**config.mk**
```make
export PLATFORM = sky130hd
export DESIGN_NAME = detector_arbiter
export DESIGN_NICKNAME = d
export VERILOG_FILES = /design/src/rtl/detector_arbiter.sv
export SDC_FILE = /design/constraint.sdc
export NUM_CORES = 1
export LEC_CHECK = 0
export CORE_UTILIZATION = 45
export CTS_BUF_LIST = sky130_fd_sc_hd__clkbuf_16
export DETAILED_ROUTE_END_ITERATION = 10
export MAX_ROUTING_LAYER = met4
export PLACE_DENSITY = 0.79
export SYNTH_ARGS = -nofsm -noshare
export SYNTH_HDL_FRONTEND = slang
export SYNTH_SLANG_ARGS = --single-unit
```
**constraint.sdc**
```tcl
create_clock -name clk -period 2.6 [get_ports clk]
set_input_delay 0.78 -clock clk [delete_from_list [all_inputs] [get_ports clk]]
set_output_delay 0.78 -clock clk [all_outputs]
set_load 0.005 [all_outputs]
```
**src/rtl/detector_arbiter.sv**
```systemverilog
// Round-robin arbiter feeding one captured request word, LSB first, through a
// three-state Moore detector; counts cycles whose next detector state is B or C.
// Fixed latency: grant on the request edge, done pulse DATA_W edges later, idle one edge after.
module detector_arbiter #(
  parameter int N_REQ  = 4,
  parameter int DATA_W = 8
) (
  input  logic                          clk,
  input  logic                          rst,
  input  logic [N_REQ-1:0]              req,
  input  logic [N_REQ*DATA_W-1:0]       data_in,
  output logic [N_REQ-1:0]              gnt,
  output logic                          busy,
  output logic                          done,
  output logic [$clog2(N_REQ)-1:0]      done_id,
  output logic [$clog2(DATA_W+1)-1:0]   match_cnt,
  output logic                          det_z
);

  localparam int IDW = $clog2(N_REQ);
  localparam int CW  = $clog2(DATA_W + 1);

  typedef enum logic [1:0] {IDLE = 2'd0, SHIFT = 2'd1, DONE = 2'd2} ctl_state_t;
  typedef enum logic [1:0] {DET_A = 2'd0, DET_B = 2'd1, DET_C = 2'd2} det_state_t;

  ctl_state_t        state, state_nxt;
  det_state_t        det, det_nxt;
  logic [DATA_W-1:0] word;
  logic [DATA_W-1:0] sel_word;
  logic [CW-1:0]     bit_idx;
  logic [IDW-1:0]    last_grant;
  logic [IDW-1:0]    pick;
  logic              any_req;

  assign any_req = |req;

  // Round-robin search upward from the requester after the last one served.
  always_comb begin
    int cand;
    logic found;
    pick  = '0;
    found = 1'b0;
    cand  = 0;
    for (int k = 1; k <= N_REQ; k++) begin
      cand = int'(last_grant) + k;
      if (cand >= N_REQ) cand = cand - N_REQ;
      if (!found && req[IDW'(cand)]) begin
        pick  = IDW'(cand);
        found = 1'b1;
      end
    end
  end

  // Select the chosen requester's word for capture.
  always_comb begin
    sel_word = '0;
    for (int i = 0; i < N_REQ; i++) begin
      if (pick == IDW'(i)) sel_word = data_in[i*DATA_W +: DATA_W];
    end
  end

  // Moore detector transition; the captured word is shifted so bit 0 is always current.
  always_comb begin
    det_nxt = det;
    case (det)
      DET_A:   det_nxt = word[0] ? DET_B : DET_A;
      DET_B:   det_nxt = word[0] ? DET_C : DET_A;
      DET_C:   det_nxt = word[0] ? DET_A : DET_C;
      default: det_nxt = DET_A;
    endcase
  end

  // Controller state register.
  always_ff @(posedge clk) begin
    if (rst) state <= IDLE;
    else     state <= state_nxt;
  end

  // Controller next-state: SHIFT runs for exactly DATA_W edges.
  always_comb begin
    state_nxt = state;
    case (state)
      IDLE:    if (any_req) state_nxt = SHIFT;
      SHIFT:   if (bit_idx == CW'(DATA_W - 1)) state_nxt = DONE;
      DONE:    state_nxt = IDLE;
      default: state_nxt = IDLE;
    endcase
  end

  // Controller outputs decoded from state; detector output decoded from its state.
  always_comb begin
    busy  = (state != IDLE);
    done  = (state == DONE);
    det_z = (det == DET_B) || (det == DET_C);
  end

  // Datapath: capture on grant, shift/count in SHIFT, clear everything on leaving DONE
  // so IDLE presents all-zero outputs.
  always_ff @(posedge clk) begin
    if (rst) begin
      gnt        <= '0;
      word       <= '0;
      det        <= DET_A;
      match_cnt  <= '0;
      bit_idx    <= '0;
      done_id    <= '0;
      last_grant <= IDW'(N_REQ - 1);
    end else begin
      case (state)
        IDLE: begin
          if (any_req) begin
            gnt       <= N_REQ'(1) << pick;
            word      <= sel_word;
            det       <= DET_A;
            match_cnt <= '0;
            bit_idx   <= '0;
            done_id   <= pick;
          end
        end
        SHIFT: begin
          det     <= det_nxt;
          word    <= word >> 1;
          bit_idx <= bit_idx + CW'(1);
          if ((det_nxt != DET_A) && (match_cnt != CW'(DATA_W)))
            match_cnt <= match_cnt + CW'(1);
        end
        DONE: begin
          gnt        <= '0;
          last_grant <= done_id;
          det        <= DET_A;
          match_cnt  <= '0;
          bit_idx    <= '0;
          done_id    <= '0;
        end
        default: begin
          gnt <= '0;
          det <= DET_A;
        end
      endcase
    end
  end

endmodule

```
# After elaboration in Yosys (flattened, before gate mapping)
# Index checks and enable logic that the tools add are counted.
# Widths: inputs -> output; s select.
[totals]
register_bits = 28
inputBits = 38
output_inout_bits = 13
[op_classes]
add_sub_neg = 10
order_cmp = 8
n_eq_ne = 12
n_shift = 1
muxes = 46
bitwise_logic = 1
reduce_logical = 23
[op_table]
columns = ["cell", "count"]
rows = [
  ["$mux 8", 5],
  ["$mux 2", 14],
  ["$pmux 4 s3", 2],
  ["$lt 2x4->1 const B", 4],
  ["$pmux 8 s2", 1],
  ["$mux 1", 12],
  ["$mux 4", 3],
  ["$pmux 2 s2", 3],
  ["$reduce_and 2->1", 5],
  ["$ge 3x3->1 const B", 3],
  ["$add 4x1->4 const B", 2],
  ["$bmux 1 s2", 4],
  ["$eq 2x2->1 const B", 4],
  ["$pmux 4 s2", 1],
  ["$reduce_bool 2->1", 4],
  ["$sub 2x1->2 const B", 4],
  ["$add 2x2->3 const B", 2],
  ["$eq 2x1->1 const B", 3],
  ["$logic_not 2->1", 3],
  ["$ne 2x2->1 const B", 3],
  ["$pmux 2 s3", 1],
  ["$add 2x3->4 const B", 1],
  ["$eq 4x3->1 const B", 1],
  ["$ge 4x3->1 const B", 1],
  ["other kinds (10)", 15],
]

# Depth between registers and ports, before layout
# Gate-level depths: netlist of run 1.
[depth]
word_depth = 23
mapped_depth = 7
mapped_depth_nobuf = 7

# Worst setup path after synthesis of run 1
# Ideal clock, no wire load.
[synth_path]
path_kind = "input to register"
startpoint = "input port req[3]"
endpoint = "register word[7]"
arrival_time_ps = 1956
required_ps = 2472
slack_ps = 515
stages = 7
n_path_buf = 2
cell_sequence = "buf_4 -> mux2i_1 -> o22ai_4 -> a21o_2 -> buf_2 -> a211oi_1 -> o32ai_1"
[synth_via]
elab_chain_cells = 20
elab_cells_between_ends = 38
classes_between = "eq/ne (4); mux (25); reduce/logical (9)"
[synth_lines]
columns = ["element", "line", "source"]
rows = [
  ["start, declared", "10", "input logic [N_REQ-1:0] req,"],
  ["$bmux 1 s2", "47", "if (!found && req[IDW'(cand)]) begin"],
  ["$mux 1 (implied by the code) (2 in a row)", "47", ""],
  ["$mux 1", "47", ""],
  ["$logic_not 1->1", "47", ""],
  ["$logic_and 1x1->1", "47", ""],
  ["$mux 1", "47", ""],
  ["$logic_not 1->1", "47", ""],
  ["$logic_and 1x1->1", "47", ""],
  ["$mux 1", "47", ""],
  ["$logic_not 1->1", "47", ""],
  ["$logic_and 1x1->1", "47", ""],
  ["$mux 2", "47", ""],
  ["$logic_not 2->1", "58", "if (pick == IDW'(i)) sel_word = data_in[i*DATA_W +: DATA_W];"],
  ["$mux 8 (4 in a row)", "58", ""],
  ["$mux 8", "111", "if (any_req) begin"],
  ["$pmux 8 s2", "109", "case (state)"],
  ["end signal, assigned", "113", "word <= sel_word;"],
  ["end signal, assigned", "122", "word <= word >> 1;"],
  ["end, declared", "28", "logic [DATA_W-1:0] word;"],
]
# Parallel ways exist; a longest one is shown, timed or not. The select of a mux whose other input is x is not followed.
# A chain may end at the register's enable or synchronous reset.

# Final worst setup path of run 1
[layout_path]
startpoint = "input port req[1]"
endpoint = "register word[6]"
# Same word-level chain as after synthesis.

==> results of run 1 <==
-- final timing paths --
path            startpoint  endpoint  slack, ns
min reg2reg         gnt[0]    gnt[0]       0.47
max                 req[1]   word[6]       0.10
min                 gnt[0]    gnt[0]       0.47
max reg2reg  last_grant[1]   word[7]       0.66
-- Yosys cell counts, types with 2 or more instances --
cell type	number
o21a_1	2
dfxtp_1	28
nor2_1	18
a22o_1	3
nand2_1	15
o22ai_1	2
ha_1	7
o221ai_1	8
o21ai_1	5
buf_2	4
o211ai_1	4
nor3_1	3
a211oi_1	15
nor2b_1	3
inv_1	18
a21o_1	2
nand3b_1	3
a32oi_1	3
a21oi_1	9
mux2i_1	6
nand3_1	7
a22oi_1	6
clkbuf_1	4
nor3b_1	2
o21ai_0	4
a31oi_1	3
-- where the power goes --
group | switching, mW | total [mW] | internal, mW
sequential | 0.0181 | 0.468 | 0.450
clock | 0.144 | 0.350 | 0.206
combinational | 0.107 | 0.240 | 0.132
-- stage by stage --
stage / std cells / hold WS, ns
global placement: 323 / 0.453
finish: 327 / 0.467
floorplan: 215 / 0.446
detailed placement: 323 / 0.452
global route: 327 / 0.494
CTS: 327 / 0.471
-- logic make-up after synthesis --
kind of cell               synth area share [%]
DFF                                        31.0
buffers and inverters                      7.90
AOI/OAI and AO/OA                          32.9
muxes                                      3.95
xor gates and xnor gates                  0.485
adders and majority gates                  4.85
and+or+nand+nor                            18.8
-- cell type report --
cell class	count	area (sq um)	share of cell area, %
Tap cell	48	60.1	2.36
Sequential cell	28	561	22.0
Multi-Input combinational cell	156	1110	43.6
Clock inverter	1	3.75	0.147
Timing Repair Buffer	72	666	26.1
Inverter	19	71.3	2.80
Clock buffer	3	75.1	2.95
-- metal layers --
| metal | routed length (um) | part of all wire (%) | vias up |
|---|---|---|---|
| met5 | 0 | 0 | - |
| met4 | 45 | 0.95 | 0 |
| met3 | 214 | 4.5 | 6 |
| met2 | 2240 | 47 | 52 |
| met1 | 2240 | 47 | 848 |
| li1 | - | - | 926 |
-- sequential cells by signal (all words and copies together), names as in the netlist --
name,flops
gnt,4
state,2
done_id,2
match_cnt,4
word,8
det,2
bit_idx,4
last_grant,2
-- worst register-to-register path, cell delays in order, from the launching register on --
cell and delay, ns:
dfxtp_1 0.60, mux2i_1 0.37, o22ai_4 0.14, a21o_2 0.29, a211oi_1 0.31, o32ai_1 0.11
-- what timing repair did --
action	CTS	global route
gates resized for setup	1	1
endpoints found under the hold margin	0	0
setup endpoints to repair	1	1
pin swaps	0	1
==> run_results.csv, run 1 <==
group,metric,value,unit
status,status,"finished, final reports clean",
timing,worstMarginPinSlew,0.661,ns
grt,grtUsageMet2,41.1,%
timing,max_freq,0.400,GHz
die,die_height,65.3,um
placed_design,portBuffers,50,
synth,syn_nets,260,
drt,drc,0,
synth,syn_inst,215,
worst_setup_path,crit_required,2.73,ns
synth,yosys.area.top_type,"dfxtp_1",
grt,busiest_layer,"met2",
finish,num_antenna_cells,0,
drt,dr.pass1.iters,4,
drt,viasPerCell,5.60,
finish,syn_to_final_growth,41.2,%
placed_design,place_hpwl,3650,um
synth,async_reset_ff_share,0,%
synth,ys_seq_area_share,31.0,%
job,max_cap_violations,0,
grt,grt_usage,25.1,%
worst_setup_path,cp_slowest_cell,"clkdlybuf4s50_1",
worst_setup_path,cp_top_family,"compound AO/OA/AOI/OAI gates",
timing,rsz0062_at_grt,"no",
placed_design,dp_slack,-0.276,ns
finish,fin_util,68.1,%
clocking,clk_path_buf_depth,2,
timing,fin_worst_skew,0.00159,ns
timing,setup_viol,0,
clocking,clk_pin_slew,0.07,ns
synth,syn_avg_cell_area,8.40,sq um
worst_setup_path,crit_cells,6,
synth,synthDistinctLibCells,57,
synth,netlist_area,1810,sq um
pwr,static-leakage-power,0.953,nW
synth,yosysWarnings,0,
timing,fin_ws,0.100,ns
drt,post_drt_wl_per_cell,14.5,um
pwr,power,1.06,mW
synth,synth_area_leaders,"dfxtp_1 (31%), a211oi_1 (6.2%), ha_1 (4.9%)",
worst_setup_path,crit_fanout,7,
clocking,cts_hold_buf,0,
timing,hold_violations,0,
finish,mostFrequentLayoutCells,"clkdlybuf4s50_1 (50), dfxtp_1 (28), buf_4 (22)",
grt,grt_pass1_vias,1790,
clocking,clockRootBuffer,"clkbuf_16",
grt,antenna_found_initial,0,
hold_path,min_path_cells,2,
worst_setup_path,critPathLaunchType,"primary input",
worst_setup_path,cp.arrival,2.63,ns
drt,routed_wl,4740,um
clocking,clock_latency,0.26,ns
timing,relSlewSlack,55.7,%
die,start_util,48.2,%
finish,final_area,2550,sq um
worst_setup_path,critPathCaptureType,"flip-flop",
die,rows,22,
worst_setup_path,critPathMaxStageDelay,0.50,ns
timing,period_minus_slack,2.50,ns
grt,overflow,0,
clocking,cts_tree,"built",
die,die_width,65.3,um
die,io_pins,51,
synth,yosysTopAreaCellShare,31.0,%
placed_design,globalplace.congestion,0.802,
drt,drtIter0Drc,136,
grt,grt.met1_usage,32.9,%
timing,fin_setup_tns,0,ns
finish,fillers,304,
pwr,ir_drop,0.000290,V
worst_setup_path,rr_worst_depth,5,
worst_setup_path,path_buf_inv,1,
finish,drive_above_1_share,14.0,%
timing,finalCritPeriodShare,96.1,%
placed_design,placed_area,2460,sq um
synth,ys_seq_elements,28,
synth,ys.flop_type,"dfxtp_1",
worst_setup_path,crit_chain,"clkdlybuf4s50_1 > or2_4 > o2bb2ai_1 > a211oi_4 > mux2i_1 > o221ai_1",
finish,layout.nets,325,
clocking,htreeDepth,1,
die,coreArea,3740,sq um
drt,vias,1832,
hold_path,hold_path.class,"reg2reg",
clocking,cts_inserted_buffers,3,
pwr,cellPowerDensity,415,nW/um^2
drt,ant_nets,0,
die,dieArea,4270,sq um
synth,synth-edff-count,0,
clocking,cts_setup_buffers,0,
timing,slew_violations,0,
clocking,cts.sinks,28,
grt,grt_pass1_wl,8180,um
grt,grt_max_degree,16,
worst_setup_path,setup.worst_path.class,"in2reg",
finish,final_common_cell,"clkdlybuf4s50_1",
grt,grt.met3_usage,3.30,%
(Power assumes the default switching activity.)
==> run 2: changes to the inputs <==
--- a/config.mk
+++ b/config.mk
@@ -5,11 +5,12 @@
 export SDC_FILE = /design/constraint.sdc
 export NUM_CORES = 1
 export LEC_CHECK = 0
-export CORE_UTILIZATION = 45
+export CORE_UTILIZATION = 44
 export CTS_BUF_LIST = sky130_fd_sc_hd__clkbuf_16
 export DETAILED_ROUTE_END_ITERATION = 10
+export DONT_BUFFER_PORTS = 1
 export MAX_ROUTING_LAYER = met4
-export PLACE_DENSITY = 0.79
+export PLACE_DENSITY = 0.62
 export SYNTH_ARGS = -nofsm -noshare
 export SYNTH_HDL_FRONTEND = slang
 export SYNTH_SLANG_ARGS = --single-unit
==> run 2 against run 1 <==
Against the previous run: count of clock-buffer cells in the layout stayed put; global-route usage shrank 4.1 points; clock power shrank 4%; core utilization down 18 points; register-to-register slack is essentially flat; die area increased by 2.2%; critical endpoint is now done; critical path depth shrank 4; power shrank 11%; wire length shrank 11%.
==> run_results.csv, run 2 (synthesis results as in run 1) <==
group,metric,value,unit
status,status,"finished, final reports clean",
finish,largest_register_ffs,8,
timing,period_minus_slack,2.10,ns
clocking,cts_inserted_buffers,3,
die,die_height,66.1,um
timing,finalCritPeriodShare,80.7,%
pwr,ir_drop,0.000503,V
finish,fin_util,49.6,%
grt,grt_pass1_wl,6980,um
die,rows,22,
finish,drive_above_1_share,8.65,%
drt,viasPerCell,6.28,
worst_setup_path,crit_chain,"inv_1 > nor2_1",
timing,setup_viol,0,
die,dieArea,4360,sq um
placed_design,placed_area,1810,sq um
timing,hold_violations,0,
pwr,swShare,24.5,%
placed_design,place_hpwl,3230,um
job,max_cap_violations,0,
placed_design,dp_slack,0.434,ns
timing,rsz0062_at_grt,"no",
clocking,cts.sinks,28,
timing,fin_ws,0.501,ns
drt,drtIter0Drc,63,
finish,fillers,359,
pwr,clock_power_share,35.7,%
die,io_pins,51,
drt,drc,0,
finish,mostFrequentLayoutCells,"dfxtp_1 (28), inv_1 (18), nor2_1 (18)",
pwr,internal_power,709,uW
die,coreArea,3800,sq um
grt,grt_usage,21.0,%
clocking,cts.repair.resized,0,
timing,fin_hold_ws,0.483,ns
clocking,clock_latency,0.26,ns
hold_path,min_path_cells,2,
drt,routed_wl,4220,um
clocking,htreeDepth,1,
worst_setup_path,critPathLaunchType,"flip-flop",
clocking,clk_pin_slew,0.06,ns
pwr,p_seq_share,50.0,%
drt,dr.pass1.iters,4,
clocking,clk_path_buf_depth,2,
timing,worstMarginPinSlew,0.626,ns
worst_setup_path,crit_cells,2,
worst_setup_path,path_buf_inv,1,
worst_setup_path,crit_fanout,9,
placed_design,globalplace.congestion,0.875,
worst_setup_path,crit_required,1.82,ns
grt,grt_pass1_vias,1525,
worst_setup_path,critPathCaptureType,"output port",
finish,final_common_cell,"dfxtp_1",
finish,num_antenna_cells,0,
pwr,static-leakage-power,0.661,nW
die,start_util,47.5,%
timing,relSlewSlack,58.1,%
drt,ant_nets,0,
placed_design,portBuffers,0,
finish,syn_to_final_growth,4.37,%
finish,final_area,1880,sq um
clocking,cts_setup_buffers,0,
timing,slew_violations,0,
worst_setup_path,rr_worst_depth,5,
timing,max_freq,0.476,GHz
worst_setup_path,setup.worst_path.class,"reg2out",
worst_setup_path,cp_slowest_cell,"dfxtp_1",
grt,grt_max_degree,23,
finish,layout.nets,255,
worst_setup_path,critPathMaxStageDelay,0.51,ns
clocking,clockRootBuffer,"clkbuf_16",
clocking,cts_hold_buf,0,
finish,largest-register,"word",
timing,fin_setup_tns,0,ns
worst_setup_path,cp_top_family,"flip-flops",
pwr,comb_power_share,14.3,%
pwr,cellPowerDensity,499,nW/um^2
hold_path,hold_path.class,"reg2reg",
die,die_width,66.1,um
grt,antenna_found_initial,0,
drt,post_drt_wl_per_cell,16.5,um
drt,vias,1607,
grt,overflow,0,
timing,fin_worst_skew,0.00316,ns
clocking,cts_tree,"built",
worst_setup_path,cp.arrival,1.32,ns
pwr,netSwitchingPower,230,uW
-- run 2: cell count changes in the layout (fill, tap and decap cells not counted), sizes merged --
cell / change
buf: -20
clkdlybuf4s50: -50
clkinv: -1
-- run 2: layer usage --
| layer | vias to the layer above | GRT usage, % | part of all wire (%) |
|---|---|---|---|
| met4 | 0 | 2.93 | 0.47 |
| met3 | 2 | 5.52 | 7.2 |
| met1 | 764 | 26.1 | 44 |
| met2 | 60 | 34.7 | 48 |
| met5 | - | - | 0 |
| li1 | 781 | - | - |
-- run 2: through the flow --
| step | std cells | total power, mW |
|---|---|---|
| 3_5_place_dp | 253 | 0.612 |
| 4_1_cts | 256 | 0.950 |
| 5_1_grt | 256 | 0.982 |
| 2_1_floorplan | 215 | 0.591 |
| 6_report | 256 | 0.939 |
| 3_3_place_gp | 253 | 0.608 |
-- run 2: tightest hold or removal path: stages (launching register included) --
cell and delay [ns]:
dfxtp_1 0.33, nand2_1 0.06, a21oi_1 0.06
-- run 2: layout make-up --
| type | count | area (sq um) | area share (%) |
|---|---|---|---|
| clock buffers | 3 | 75.1 | 3.98 |
| repair buffers | 2 | 15.0 | 0.797 |
| inverters | 19 | 71.3 | 3.78 |
| flip-flops and latches | 28 | 561 | 29.7 |
| multi-input cells | 156 | 1100 | 58.5 |
| well taps | 48 | 60.1 | 3.19 |
-- run 2: final timing paths --
kind	from	endpoint	slack, ns
worst max-delay path	state[1]	done	0.50
worst min-delay path	gnt[1]	gnt[1]	0.48
worst max register to register	last_grant[1]	word[6]	0.65
worst min register to register	gnt[1]	gnt[1]	0.48
-- run 2: power by group through the flow --
stage | clock [mW] | sequential (mW) | combinational (mW)
floorplan | 0 | 0.471 | 0.120
global placement | 0 | 0.478 | 0.130
detailed placement | 0 | 0.479 | 0.133
CTS | 0.347 | 0.469 | 0.134
global route | 0.361 | 0.471 | 0.151
finish | 0.336 | 0.469 | 0.134
